`src/rtl/motion_pkg.sv`:
```
// Shared types for the motion segment path: segment record, sequencer states
// and the acceleration sign-extension helper.
package motion_pkg;

  localparam int VW = 64;
  localparam int AW = 32;
  localparam int TW = 32;

  typedef struct packed {
    logic [VW-1:0] v0;
    logic [AW-1:0] a;
    logic [TW-1:0] ticks;
    logic          keep_v;
  } seg_t;

  typedef enum logic {
    IDLE = 1'b0,
    RUN  = 1'b1
  } seq_state_e;

  function automatic logic [VW-1:0] sext_acc(input logic [AW-1:0] a);
    return {{(VW-AW){a[AW-1]}}, a};
  endfunction

endpackage

```
`src/rtl/motion_segment_sequencer_seg_hold_buf.sv`:
```
// One-entry valid/ready holding register. Ready is registered; flush empties the
// entry and refuses any handshake offered in the same cycle.
module seg_hold_buf #(
  parameter int W = 8
) (
  input  logic         clk,
  input  logic         reset,
  input  logic         in_valid,
  output logic         in_ready,
  input  logic [W-1:0] in_data,
  output logic         out_valid,
  output logic [W-1:0] out_data,
  input  logic         out_take,
  input  logic         flush
);

  logic         valid_q, valid_d;
  logic         ready_q, ready_d;
  logic [W-1:0] data_q, data_d;
  logic         accept;

  assign in_ready  = ready_q && !flush;
  assign accept    = in_valid && in_ready;
  assign out_valid = valid_q;
  assign out_data  = data_q;

  // accept needs an empty entry and out_take a full one, so they never coincide
  always_comb begin
    valid_d = valid_q;
    data_d  = data_q;
    if (flush) begin
      valid_d = 1'b0;
    end else if (accept) begin
      valid_d = 1'b1;
      data_d  = in_data;
    end else if (out_take) begin
      valid_d = 1'b0;
    end
    ready_d = !valid_d;
  end

  always_ff @(posedge clk) begin
    if (reset) begin
      valid_q <= 1'b0;
      ready_q <= 1'b0;
      data_q  <= '0;
    end else begin
      valid_q <= valid_d;
      ready_q <= ready_d;
      data_q  <= data_d;
    end
  end

endmodule

```
`src/rtl/motion_segment_sequencer.sv`:
```
// Turns a stream of constant-acceleration segments into per-tick velocity loads
// for one speed_integrator axis, with a one-entry queue for gapless chaining.
module motion_segment_sequencer
  import motion_pkg::*;
#(
  parameter int VW = motion_pkg::VW,
  parameter int AW = motion_pkg::AW,
  parameter int TW = motion_pkg::TW
) (
  input  logic          clk,
  input  logic          reset,
  input  logic          seg_valid,
  output logic          seg_ready,
  input  logic [VW-1:0] seg_v0,
  input  logic [AW-1:0] seg_a,
  input  logic [TW-1:0] seg_ticks,
  input  logic          seg_keep_v,
  input  logic          abort,
  input  logic          clr_underrun,
  output logic          set_v,
  output logic [VW-1:0] v_val,
  output logic          busy,
  output logic          seg_done,
  output logic          underrun,
  output logic [15:0]   seg_count
);

  seg_t       seg_in, pend_seg;
  logic       pend_valid, pend_take;

  seq_state_e state_q, state_d;
  logic [VW-1:0] cur_v_q, cur_v_d;
  logic [VW-1:0] acc_q, acc_d;
  logic [TW-1:0] rem_q, rem_d;
  logic          set_v_q, set_v_d;
  logic [VW-1:0] v_val_q, v_val_d;
  logic          busy_q, busy_d;
  logic          seg_done_q, seg_done_d;
  logic          underrun_q, underrun_d;
  logic [15:0]   seg_count_q, seg_count_d;

  logic          load;
  logic [VW-1:0] load_base;
  logic [VW-1:0] adv_v;
  logic          underrun_set;

  assign seg_in = '{v0: seg_v0, a: seg_a, ticks: seg_ticks, keep_v: seg_keep_v};

  seg_hold_buf #(
    .W($bits(seg_t))
  ) u_pend (
    .clk      (clk),
    .reset    (reset),
    .in_valid (seg_valid),
    .in_ready (seg_ready),
    .in_data  (seg_in),
    .out_valid(pend_valid),
    .out_data (pend_seg),
    .out_take (pend_take),
    .flush    (abort)
  );

  // Velocity the profile would command next; a zero-tick segment never advances.
  assign adv_v = (rem_q != '0) ? cur_v_q + acc_q : cur_v_q;

  always_comb begin
    state_d      = state_q;
    cur_v_d      = cur_v_q;
    acc_d        = acc_q;
    rem_d        = rem_q;
    set_v_d      = 1'b0;
    seg_done_d   = 1'b0;
    seg_count_d  = seg_count_q;
    underrun_set = 1'b0;
    pend_take    = 1'b0;
    load         = 1'b0;
    load_base    = cur_v_q;

    if (abort) begin
      state_d = IDLE;
      cur_v_d = '0;
      rem_d   = '0;
      set_v_d = 1'b1;
    end else begin
      case (state_q)
        IDLE: begin
          load = pend_valid;
        end
        RUN: begin
          if (rem_q > TW'(1)) begin
            cur_v_d = cur_v_q + acc_q;
            rem_d   = rem_q - TW'(1);
            set_v_d = 1'b1;
          end else begin
            seg_done_d  = 1'b1;
            seg_count_d = seg_count_q + 16'd1;
            if (pend_valid) begin
              load      = 1'b1;
              load_base = adv_v;
            end else begin
              // Hold the last emitted velocity; a profile that ramps out to zero is a clean stop.
              state_d      = IDLE;
              rem_d        = '0;
              underrun_set = (adv_v != '0);
            end
          end
        end
        default: state_d = IDLE;
      endcase

      if (load) begin
        pend_take = 1'b1;
        state_d   = RUN;
        cur_v_d   = pend_seg.keep_v ? load_base : pend_seg.v0;
        acc_d     = sext_acc(pend_seg.a);
        rem_d     = pend_seg.ticks;
        set_v_d   = (pend_seg.ticks != '0);
      end
    end

    v_val_d = cur_v_d;
    busy_d  = (state_d == RUN);

    if (underrun_set) begin
      underrun_d = 1'b1;
    end else if (clr_underrun) begin
      underrun_d = 1'b0;
    end else begin
      underrun_d = underrun_q;
    end
  end

  always_ff @(posedge clk) begin
    if (reset) begin
      state_q     <= IDLE;
      cur_v_q     <= '0;
      acc_q       <= '0;
      rem_q       <= '0;
      set_v_q     <= 1'b0;
      v_val_q     <= '0;
      busy_q      <= 1'b0;
      seg_done_q  <= 1'b0;
      underrun_q  <= 1'b0;
      seg_count_q <= '0;
    end else begin
      state_q     <= state_d;
      cur_v_q     <= cur_v_d;
      acc_q       <= acc_d;
      rem_q       <= rem_d;
      set_v_q     <= set_v_d;
      v_val_q     <= v_val_d;
      busy_q      <= busy_d;
      seg_done_q  <= seg_done_d;
      underrun_q  <= underrun_d;
      seg_count_q <= seg_count_d;
    end
  end

  assign set_v     = set_v_q;
  assign v_val     = v_val_q;
  assign busy      = busy_q;
  assign seg_done  = seg_done_q;
  assign underrun  = underrun_q;
  assign seg_count = seg_count_q;

endmodule
```
`config.mk`:
```
export PLATFORM = sky130hd
export DESIGN_NAME = motion_segment_sequencer
export DESIGN_NICKNAME = d
export VERILOG_FILES = /design/src/rtl/motion_pkg.sv /design/src/rtl/motion_segment_sequencer_seg_hold_buf.sv /design/src/rtl/motion_segment_sequencer.sv
export SDC_FILE = /design/constraint.sdc
export NUM_CORES = 1
export LEC_CHECK = 0
export ABC_AREA = 1
export ABC_CLOCK_PERIOD_IN_PS = 8300
export CORE_UTILIZATION = 25
export DETAILED_ROUTE_END_ITERATION = 10
export PLACE_DENSITY_LB_ADDON = 0.3
export SETUP_SLACK_MARGIN = 0.3
export SYNTH_ARGS = -nofsm -noshare
export SYNTH_HDL_FRONTEND = slang
export SYNTH_SLANG_ARGS = --single-unit
```
`constraint.sdc`:
```
create_clock -name clk -period 8.3 [get_ports clk]
set_clock_uncertainty 0.15 [all_clocks]
set_input_delay 1.66 -clock clk [delete_from_list [all_inputs] [get_ports clk]]
set_output_delay 1.66 -clock clk [all_outputs]
set_load 0.05 [all_outputs]
```
After elaboration in Yosys (flattened, before gate mapping)

Index checks and enable logic that the tools add are counted.

Register bits: 279
Bits of input ports: 134
Output and inout port bits: 85
Word-level logic and storage cells: 74

$add $sub $neg: 3
Magnitude comparators: 1
Eq/ne operators: 4
Mux-type cells: 35
Bitwise gates (word level): 3
Reductions and logical operators: 17

Operators by type and width:

| kind                                                   | count |
|---|---|
| two-way mux 64 bit                                     | 8 |
| two-way mux 32 bit                                     | 4 |
| adder 64 bit                                           | 1 |
| nonzero test 32 bit                                    | 2 |
| nonzero test 64 bit                                    | 1 |
| > comparator 32 x 1 -> 1 bit (second input constant)   | 1 |
| subtractor 32 x 1 -> 32 bit (second input constant)    | 1 |
| two-way mux 1 bit                                      | 22 |
| adder 16 x 1 -> 16 bit (second input constant)         | 1 |
| inequality test 3 bit (second input constant)          | 2 |
| AND reduction 2 bit                                    | 3 |
| nonzero test 2 bit                                     | 3 |
| AND reduction 5 bit                                    | 1 |
| inequality test 3 x 2 -> 1 bit (second input constant) | 1 |
| inverter 1 bit                                         | 3 |
| AND reduction 3 bit                                    | 1 |
| OR reduction 3 bit                                     | 1 |
| logical AND 1 bit                                      | 2 |
| zero test 1 bit                                        | 2 |
| inequality test 2 bit (second input constant)          | 1 |
| case mux 1 bit (2 select lines)                        | 1 |
| OR reduction 2 bit                                     | 1 |

Longest topological paths before layout

Depth in word-level cells: 10
Gate-level depth with buffers: 24
Gate-level depth less buffers: 24

Hierarchy

A second synthesis with hierarchy kept.

Cell total of the unflattened synthesis: 3387
Area total of the unflattened synthesis: 19606.3 µm²

By module, submodules not included:

| module                   | instances | cells an instance | area an instance (µm²) | sequential area each (µm²) |
|---|---|---|---|---|
| motion_segment_sequencer | 1         | 2560              | 14306.2                | 2962.8 |
| seg_hold_buf             | 1         | 827               | 5300.1                 | 2622.5 |

Worst setup path before layout

OpenSTA, ideal clock, no wires.

Kind: input-to-output
Start point: input abort
End point: output seg_ready
Data arrival time: 2655 ps
Required time: 6490 ps
Slack: 3835 ps
Stages: 2
Path buffers: 1
Cell sequence: nor2_1 > clkbuf_1

Longest elaborated chain between the ends: 2

RTL lines:

| what              | RTL line                                    | RTL |
|---|---|---|
| from (decl)       | motion_segment_sequencer.sv:18              | `input logic abort,` |
| zero test 1 bit   | motion_segment_sequencer_seg_hold_buf.sv:22 | `assign in_ready = ready_q && !flush;` |
| logical AND 1 bit | motion_segment_sequencer_seg_hold_buf.sv:22 |  |
| to (decl)         | motion_segment_sequencer.sv:13              | `output logic seg_ready,` |

Every way passes these cells.

Worst setup path after layout

Ends and elaborated chain as after synthesis.

==> flow_summary.ini <==
[setup_path]
worst_setup_sp_type = input port
timing.critical_path.required_ps = 6490
cp_num_buf_inv = 2
critical_path_depth = 3
depth_of_the_most_critical_reg_to_reg_path = 21
path_common_cell = clkdlybuf4s50_1
slowest_delay_ps = 850
reg2reg_to = underrun
criticalPathCategory = input port to primary output
cp-end-kind = primary output
r2r-start = v_val[0]
cp_top_family = buffers and inverters
slowest_library_cell_on_the_worst_path = clkdlybuf4s50_1
worstPathMaxFanout = 4
reg2reg_setup_slack_ps = 4250
worst-endpoint-arrival_ps = 3470
worstPathCellList = clkdlybuf4s50_1, nor2_4, clkdlybuf4s50_1
cp-endpoint = seg_ready
worstSetupStartpoint = abort

[finish]
area_growth_syn_to_layout_pct = 21.9
proportion_of_layout_cells_with_a_drive_suffix_above_1 = 0.0423
antennaDiodeCount = 0
finish.net_count = 3486

[timing]
achievable-frequency_mhz = 189
slew-limit-headroom = 0.337
finalHoldWorstSlack_ps = 307
grt_setup_unrepaired = no
final-max-slew-violation-count = 0
timing.setup.tns_ps = 0
timing.final.crit_share = 0.636
fin_crit_ps = 5280
setup_viol_count_final = 0
worst_slew_pin_slew_ps = 992
finalHoldViolCount = 0

[logic_synthesis]
synthMostInstantiatedCell = nand2_1
synth_seq_cells = 279
synth_cell_type_count = 43
synthDominantCellAreaShare = 0.295
netlist_top_cells_area = dfxtp_1 29%, nand2_1 19%, inv_1 9.7%
syn_avg_cell_area_um2 = 6.03
synthesis.yosys.warnings = 0
synth_top_flop_cell = dfxtp_1
synth_largest_area_cell = dfxtp_1
async_flop_share = 0
post_synth_most_frequent_cells = 953 x nand2_1, 488 x inv_1, 279 x dfxtp_1
synthesis.instances = 3147
synth-edff-count = 0
post_synth_design_cell_area_um2 = 19000
yosysSeqAreaShare = 0.295
mappedNetlistNets = 3348

[power_and_ir_drop]
p_leak_uw = 0.0105
irDropWorstVdd_v = 0.000106
power-per-cell-area_nw_per_um2 = 150

[route]
drc = 0
dr.pass1.iters = 6
detailroute.via_count = 20300
drt_iter0_drc = 1491
routed_wirelength_um = 73300
wl_per_cell_um = 17.1
drt.antenna.violating_nets = 0
viasPerCell = 4.75

[clock_tree]
cts.clk_slew.worst_paths_ps = 50
htreeDepth = 2
numClockSinks = 279
cts.repair_timing.setup_buffer_count = 0
post_cts_hold_buffer_count = 0
postCtsResizedCells = 0
worstSkewPairLatency_ps = 580
clk_path_buf_depth = 3
tritoncts = built
clk_root_buf = clkbuf_16
cts-buffers-inserted = 35

[die]
coreArea_um2 = 74700
design.die.area_um2 = 77000
floorplan.initialDensity = 0.254
die_width_um = 277
floorplan.die.height_um = 277
row_count = 100
floorplan.io_pins = 219

[global_route]
grt_antenna_before_repair = 4
grt_pass1_wl_um = 112000
grt_start_max_net_pins = 89
first_global_vias = 19000
global_router_s_overall_resource_usage = 0.187
globalRouteOverflowTotal = 0

[place]
gp_congestion = 0.957
dp.final_hpwl_um = 56800
buffer_ports.inserted = 218

[outcome]
status = completed

[min_path]
min-delay-start = u_pend.out_data[53]
whs_path_depth = 2
min_path_type = register to register

[job]
cap_viol_max_count = 0
-- cells by family after synthesis --
family | share of synthesized area
flops | 0.295
mux | 0.000528
simple gates | 0.334
buf+inv | 0.126
xor+xnor | 0.0148
fa+ha+maj | 0.0446
compound gates | 0.185
-- routing by layer --
| layer | global-route usage | routed length, um |
|---|---|---|
| met1 | 0.254 | 34500 |
| met4 | 0.0660 | 2500 |
| met5 | 0 | 54 |
| met3 | 0.0262 | 3900 |
| met2 | 0.300 | 32400 |
-- area by class of cell --
type,instances,area [um2]
clock inverters,16,181
inverters,496,1860
repair buffers,234,2290
clock buffers,45,973
flip-flops and latches,279,5590
well taps,969,1210
fillers,8288,51600
multi-input cells,2239,11000
-- cells in the final DEF, fill, tap and decap left out, types with 5 or more instances in the layout --
cell type,synthesis,layout
nand2_1,953,952
inv_1,488,486
dfxtp_1,279,277
a21oi_1,243,243
nand3_1,233,233
clkdlybuf4s50_1,0,216
o21ai_0,211,211
nor2_1,208,205
o211ai_1,74,74
ha_1,66,66
a31oi_1,61,61
clkbuf_16,0,35
nor3_1,28,28
or2_2,25,25
xor2_1,24,24
nand4_1,19,19
o221ai_1,17,17
buf_4,1,17
nor2_4,6,8
inv_2,7,8
a221oi_1,8,8
xnor2_1,8,8
clkinv_2,0,8
nand3b_1,8,8
nor2_2,5,6
nand2_2,6,6
clkbuf_8,0,6
nor3_2,5,5
o21bai_1,5,5
-- flip-flops by register name, indices dropped and copies added, names as in the netlist --
signal            flops
rem_q                32
seg_done              1
u_pend.ready_q        1
acc_q                32
set_v                 1
v_val                64
busy                  1
seg_count            16
u_pend.out_data     129
u_pend.out_valid      1
underrun              1
-- worst min path at each step --
stage | end
floorplan | u_pend.out_data[103]
global placement | u_pend.out_data[77]
detailed placement | u_pend.out_data[77]
CTS | u_pend.out_data[77]
global route | u_pend.out_data[57]
finish | u_pend.out_data[53]
-- power by group --
part,internal [uW],leakage (uW),switching [uW],total [uW]
clock,899,0.000562,661,1560
combinational,183,0.00771,325,507
sequential,1370,0.00226,24.8,1400
-- worst min-delay path: cells and delay by family (launching register included) --
kind / cells / cell delay [ps]
compound gates: 1 / 60
buf+inv: 1 / 60
flops: 1 / 290
-- metrics by stage --
stage | total power [uW] | worst slack (ps) | area [um2] | instances | util
CTS | 3510 | 2970 | 23100 | 4278 | 0.310
detailed placement | 1930 | 2980 | 22000 | 4217 | 0.294
finish | 3460 | 3020 | 23100 | 4278 | 0.310
floorplan | 1730 | 3840 | 19000 | 3147 | -
global route | 3620 | 3000 | 23100 | 4278 | 0.310
global placement | 1930 | 2970 | 22000 | 4217 | 0.294
Power figures use the tool's default switching activity.
